[src/rtl/loop_seq_ctrl.sv]
// rtl/loop_seq_ctrl.sv - nested-loop sequencer driving stride-walker loop events
//
// Purpose: stores per-level iteration counts, then walks the loop nest level by level.
// It emits init/enter/iterate/exit events on a shared loop-index bus and ends each
// nest with a single-cycle loop_ctrl_done pulse.
//
// Ports:
//   clk, reset        clock, asynchronous active-high reset
//   cfg_loop_iter_v   write one level's count (iterations-1), outermost level first
//   cfg_loop_iter     iteration count minus one for the next level
//   start             begin walking the programmed nest
//   stall             freeze the sequencer; event outputs read 0 while frozen
//   busy              high from the first event through the done pulse
//   loop_index        level the current event refers to
//   loop_index_valid  one iteration step at loop_index (ITER or STEP)
//   loop_init         nest initialisation pulse
//   loop_enter        entering level loop_index
//   loop_exit         level loop_index finished
//   loop_ctrl_done    whole nest complete
module loop_seq_ctrl #(
    parameter int LOOP_ID_W = 5,
    parameter int ITER_W    = 16
) (
    input  logic                 clk,
    input  logic                 reset,
    input  logic                 cfg_loop_iter_v,
    input  logic [ITER_W-1:0]    cfg_loop_iter,
    input  logic                 start,
    input  logic                 stall,
    output logic                 busy,
    output logic [LOOP_ID_W-1:0] loop_index,
    output logic                 loop_index_valid,
    output logic                 loop_init,
    output logic                 loop_enter,
    output logic                 loop_exit,
    output logic                 loop_ctrl_done
);

    localparam int DEPTH = 2 ** LOOP_ID_W;

    typedef enum logic [2:0] {IDLE, INIT, ENTER, ITER, EXIT, STEP, DONE} state_t;

    // The state register names the event that will be emitted on the next
    // non-stalled edge, so each event lands in the output registers on the same
    // edge its state is executed. This gives loop_init the cycle after start.
    state_t               state;
    logic [LOOP_ID_W-1:0] cur_lvl;
    logic [LOOP_ID_W:0]   num_lvl;
    logic [ITER_W-1:0]    iter_mem [DEPTH];
    logic [ITER_W-1:0]    cnt      [DEPTH];

    logic [LOOP_ID_W-1:0] prev_lvl;
    logic                 last_lvl;
    logic                 cfg_ok;

    assign prev_lvl = cur_lvl - LOOP_ID_W'(1);
    assign last_lvl = ({1'b0, cur_lvl} == num_lvl - (LOOP_ID_W+1)'(1));
    // The top bit of num_lvl set means the table is full.
    assign cfg_ok   = cfg_loop_iter_v && (state == IDLE) && !start && !num_lvl[LOOP_ID_W];

    always_ff @(posedge clk) begin
        if (cfg_ok)
            iter_mem[num_lvl[LOOP_ID_W-1:0]] <= cfg_loop_iter;
    end

    always_ff @(posedge clk or posedge reset) begin
        if (reset) begin
            state            <= IDLE;
            cur_lvl          <= '0;
            num_lvl          <= '0;
            for (int i = 0; i < DEPTH; i++)
                cnt[i] <= '0;
            busy             <= 1'b0;
            loop_index       <= '0;
            loop_index_valid <= 1'b0;
            loop_init        <= 1'b0;
            loop_enter       <= 1'b0;
            loop_exit        <= 1'b0;
            loop_ctrl_done   <= 1'b0;
        end else begin
            if (cfg_ok)
                num_lvl <= num_lvl + (LOOP_ID_W+1)'(1);

            loop_index       <= '0;
            loop_index_valid <= 1'b0;
            loop_init        <= 1'b0;
            loop_enter       <= 1'b0;
            loop_exit        <= 1'b0;
            loop_ctrl_done   <= 1'b0;

            if (!stall) begin
                busy <= 1'b1;
                case (state)
                    IDLE: begin
                        if (!start) begin
                            busy <= 1'b0;
                        end else if (num_lvl == '0) begin
                            // Empty nest: the done event is emitted straight away.
                            loop_ctrl_done <= 1'b1;
                        end else begin
                            loop_init <= 1'b1;
                            cur_lvl   <= '0;
                            state     <= ENTER;
                        end
                    end
                    INIT: begin
                        loop_init <= 1'b1;
                        cur_lvl   <= '0;
                        state     <= ENTER;
                    end
                    ENTER: begin
                        loop_enter   <= 1'b1;
                        loop_index   <= cur_lvl;
                        cnt[cur_lvl] <= '0;
                        if (last_lvl)
                            state <= ITER;
                        else
                            cur_lvl <= cur_lvl + LOOP_ID_W'(1);
                    end
                    ITER: begin
                        loop_index_valid <= 1'b1;
                        loop_index       <= cur_lvl;
                        if (cnt[cur_lvl] == iter_mem[cur_lvl])
                            state <= EXIT;
                        else
                            cnt[cur_lvl] <= cnt[cur_lvl] + ITER_W'(1);
                    end
                    EXIT: begin
                        loop_exit  <= 1'b1;
                        loop_index <= cur_lvl;
                        if (cur_lvl == '0) begin
                            state <= DONE;
                        end else begin
                            // A finished outer level cascades into another exit.
                            cur_lvl <= prev_lvl;
                            if (cnt[prev_lvl] != iter_mem[prev_lvl])
                                state <= STEP;
                        end
                    end
                    STEP: begin
                        loop_index_valid <= 1'b1;
                        loop_index       <= cur_lvl;
                        cnt[cur_lvl]     <= cnt[cur_lvl] + ITER_W'(1);
                        cur_lvl          <= cur_lvl + LOOP_ID_W'(1);
                        state            <= ENTER;
                    end
                    DONE: begin
                        loop_ctrl_done <= 1'b1;
                        num_lvl        <= '0;
                        state          <= IDLE;
                    end
                    default: state <= IDLE;
                endcase
            end
        end
    end

endmodule
[config.mk]
export PLATFORM = sky130hd
export DESIGN_NAME = loop_seq_ctrl
export DESIGN_NICKNAME = d
export VERILOG_FILES = /design/src/rtl/loop_seq_ctrl.sv
export SDC_FILE = /design/constraint.sdc
export NUM_CORES = 2
export LEC_CHECK = 0
export CORE_ASPECT_RATIO = 0.9
export CORE_MARGIN = 2
export CORE_UTILIZATION = 50
export CTS_CLUSTER_DIAMETER = 60
export DETAILED_ROUTE_END_ITERATION = 16
export GPL_TIMING_DRIVEN = 1
export HOLD_SLACK_MARGIN = 0.15
export PLACE_DENSITY = 0.68
export SLEW_MARGIN = 20
export SYNTH_ARGS = -nofsm -noshare
export SYNTH_HDL_FRONTEND = slang
export SYNTH_SLANG_ARGS = --single-unit
[constraint.sdc]
create_clock -name clk -period 18.6 [get_ports clk]
set_clock_uncertainty 0.15 [all_clocks]
set_input_delay 3.72 -clock clk [delete_from_list [all_inputs] [get_ports clk]]
set_output_delay 3.72 -clock clk [all_outputs]
set_load 0.01 [all_outputs]
==> results by group <==
Floorplanning
  • Row count: 115
  • Die Ht: between 300 and 400 um
  • Die X: 352 um
  • # IOs: 32
  • Die area: around 110,000 sq um
  • Core Region: between 100,000 and 150,000 sq um
  • Initial core utilization: 50.2%

Worst setup path
  • Worst Path Max Fanout: a little over 90
  • Delay-heaviest family, CP: buffers and inverters
  • Worst Setup Path Type: reg -> reg
  • Crit start category: register
  • Critical path's slowest cell: dfrtp_4
  • Slowest Stage Delay on Critical Path: 1080 ps
  • CP bufs+invs: 5
  • Critical Path RT: approximately 19,000 ps
  • Critical Path, Cell by Cell: buf_4 -> buf_4 -> buf_4 -> mux2i_1 -> o22ai_1 -> nor4_1 -> nand2_1 -> xor2_1 -> nor4_1 -> and4_4 -> a2bb2oi_4 -> buf_4 -> buf_4 -> nand3_2 -> mux2_2
  • WP data arrival: about 9000 ps
  • Crit. End Element: register
  • Most used cell, CP: buf_4

Power
  • Combinational Power Share: 44.5%
  • VDD IR max: roughly 0.24 mV
  • P per Cell Area: 155 nW/um^2
  • Sw frac: around two fifths
  • Clk network pwr share: 25.3%
  • Net switching power: 3870 uW
  • Internal Dissipation: 5450 uW
  • Seq pwr share: 30.2%
  • Pleak: 0.0224 uW

Layout
  • # nets final: between 3,000 and 4,000
  • Ratio of cells with drive above 1 in the final layout: approximately a quarter
  • Layout Area Growth over Synthesis: 9.97%

CTS
  • H-Tree Depth: 3
  • CTS buffer count: about 110
  • Clock latency on the worst-skew pair: 710 ps
  • Post-CTS Setup Repair Bufs: 0
  • Clock slew at reported path FFs: around 60 ps
  • Clk sink count: about 1,000
  • Root buffer cell: clkbuf_16
  • Post_cts resized: 0
  • # hold bufs at CTS: 0
  • CTS tree: yes
  • Clock Path Buffers: 3

Yosys
  • Yosys warns: 0
  • Gate Count Post-Synth: a little under 4,000
  • Post-synth ARST share: 51.2%
  • Post-synth top flop: dfrtp_1
  • Post-synth EDFFs: 512
  • Seq/Total Area, Yosys: between 50% and 60%
  • Distinct cells, synth: between 70 and 80
  • Seq cells post-synth: approximately 1,000
  • Cell Area, Synth: 54,600 sq um
  • Syn nets: about 4,000
  • Syn Area/Cell: roughly 14 sq um

Detailed routing
  • WL/cell: about 36 um
  • Total number of vias: about 39,000
  • DRC: 0
  • Antenna-violating nets left: 0
  • WL final: 194 mm
  • Vias per inst: 7.34
  • Initial DRC count: between 6,000 and 7,000
  • DR pass1 iterations: 6

Timing
  • Worst-Margin Slew: between 1000 and 1500 ps
  • Endpoints failing hold: 0
  • Fmax achieved: roughly 120 MHz
  • Final worst slack: 10,020 ps
  • Tmin final: ~8600 ps
  • Setup_tns: 0 ps
  • Max Slew Vio Count: 0
  • RSZ-0062 raised after global routing: no
  • Final period utilization: a little under half
  • Worst slew margin: between 10% and 20%
  • Setup Viol. Count Final: 0

Placed design
  • Pre-CTS setup slack: roughly 10,000 ps
  • HPWL Detailed: approximately 110 mm
  • IO Port Bufs: 31
  • Gpl congestion: ~0.91

Min path
  • Hold crit path type: reg -> reg

Run status
  • Status: completed

Job
  • # Max-Cap Violations: 0

GRT
  • Vias in the first global route: between 30,000 and 40,000
  • First-pass GRT wire length: ~280 mm
  • Remaining global-route overflow: 0
  • Largest net degree at the start of global routing: approximately 170
  • Gr usage total: approximately 34%
  • Initial antenna violation count: 3
flip-flops by register name, indices dropped and copies added (netlist names), 3 cells and up:
name        flops
iter_mem      512
cur_lvl         5
num_lvl         6
loop_index      5
cnt           512
state           3
path summary, 6_finish.rpt:
check	endpoint	slack, ps	cells past startpoint	start
worst min register to register	cnt[243]	360	1	cnt[243]
min in group asynchronous	cnt[242]	3490	3	reset
max in group asynchronous	cnt[387]	12080	6	reset
worst max-delay path	cnt[126]	10020	15	cur_lvl[1]
worst max register to register	cnt[126]	10020	15	cur_lvl[1]
worst min-delay path	cnt[243]	360	1	cnt[243]
synth_stat cells (7+ instances only):
cell	count	share of area, %
nand2b_1	7	0.080
xnor2_1	49	0.79
dfrtp_1	537	25
o21ai_0	18	0.16
o21a_1	11	0.15
clkbuf_1	170	1.2
buf_4	29	0.40
edfxtp_1	512	28
buf_6	15	0.31
and3b_1	9	0.14
nand3_1	18	0.16
buf_2	159	1.5
a21oi_1	66	0.60
xor2_1	44	0.71
a32oi_1	11	0.18
nor4_1	71	0.81
nand2_1	114	0.78
and3_1	32	0.37
a31oi_1	229	2.6
nor2b_1	7	0.080
and2_1	13	0.15
nor3_1	14	0.13
mux2i_1	541	9.9
a31o_2	12	0.19
ha_1	10	0.23
o22ai_1	259	3.0
nor3b_1	48	0.66
mux2_1	38	0.78
nand3_4	10	0.32
mux2_2	254	5.2
a41oi_1	21	0.34
nand4_1	7	0.080
buf_1	12	0.082
o22a_1	74	1.2
inv_1	16	0.11
nand3_2	12	0.22
mux4_2	286	12
nor2_1	86	0.59
layer usage:
metal	up-vias	share of wire (%)	global-route usage, %
met3	625	15	10.9
li1	15326	-	-
met1	20180	38	48.7
met5	-	0.064	0
met2	3022	41	47.2
met4	6	5.7	16.5
placed cells by master (no fill, tap or decap), drive strengths merged, types with 6 or more instances in the layout:
cell type,count
clkinvlp,8
a41oi,21
a21oi,66
a32oi,11
o22a,74
xnor2,49
nor2,88
and2,14
nand3,40
o22ai,259
a211oi,6
bufinv,17
nand2b,7
and3b,9
and3,32
clkdlybuf4s50,27
mux4,286
a31o,12
nor2b,7
nand4,9
ha,10
mux2,292
buf,129
xor2,45
inv,21
nand2,119
nor3,14
nand4bb,6
nor3b,49
a31oi,229
dfrtp,537
o21ai,19
edfxtp,512
clkinv,34
o21a,11
nor4,71
clkbuf,143
mux2i,541
through the flow:
| stage | cell area (sq um) | hold slack, ps | total power [uW] | util (%) | std cells |
|---|---|---|---|---|---|
| after floorplan | 54600 | 325 | 5420 | - | 3899 |
| after global placement | 56200 | 337 | 6770 | 51.7 | 5130 |
| after detailed placement | 56200 | 347 | 6800 | 51.7 | 5130 |
| after CTS | 60000 | 361 | 9140 | 55.2 | 5335 |
| after global routing | 60100 | 374 | 9490 | 55.2 | 5336 |
| final | 60100 | 360 | 9320 | 55.2 | 5338 |
worst register-to-register path: stages, from the launching register on:
cell and delay [ps]:
dfrtp_4 1080, buf_4 750, buf_4 870, buf_4 900
mux2i_1 370, o22ai_1 100, nor4_1 360, nand2_1 180
xor2_1 270, nor4_1 100, and4_4 260, a2bb2oi_4 130
buf_4 780, buf_4 740, nand3_2 860, mux2_2 580
power by group through the flow:
stage / logic, uW / registers [uW] / clock network [uW]
finish: 4140 / 2810 / 2360
global route: 4200 / 2840 / 2450
CTS: 3960 / 2810 / 2370
detailed placement: 3950 / 2850 / 0
global placement: 3920 / 2840 / 0
floorplan: 2680 / 2740 / 0
final cells by class:
type	instances	area (sq um)
well taps	1462	1830
diodes	2	5.00
flip-flops and latches	1049	28800
inverters	18	71.3
clock buffers	143	3060
repair buffers	156	1340
clock inverters	62	777
multi-input cells	2446	24200
fillers	8765	48700
cell families (layout without fill, tap and decap cells):
logic type / after synthesis / count (layout) / synth area share [%]
buffers and inverters: 404 / 379 / 3.57
DFF: 1049 / 1049 / 52.8
AOI/OAI and AO/OA: 730 / 730 / 8.88
xor gates and xnor gates: 94 / 94 / 1.52
other: 0 / 2 / 0
muxes: 1119 / 1119 / 27.7
adders and majority gates: 10 / 10 / 0.229
and+or+nand+nor: 493 / 493 / 5.32
Power figures use the tool's default switching activity.
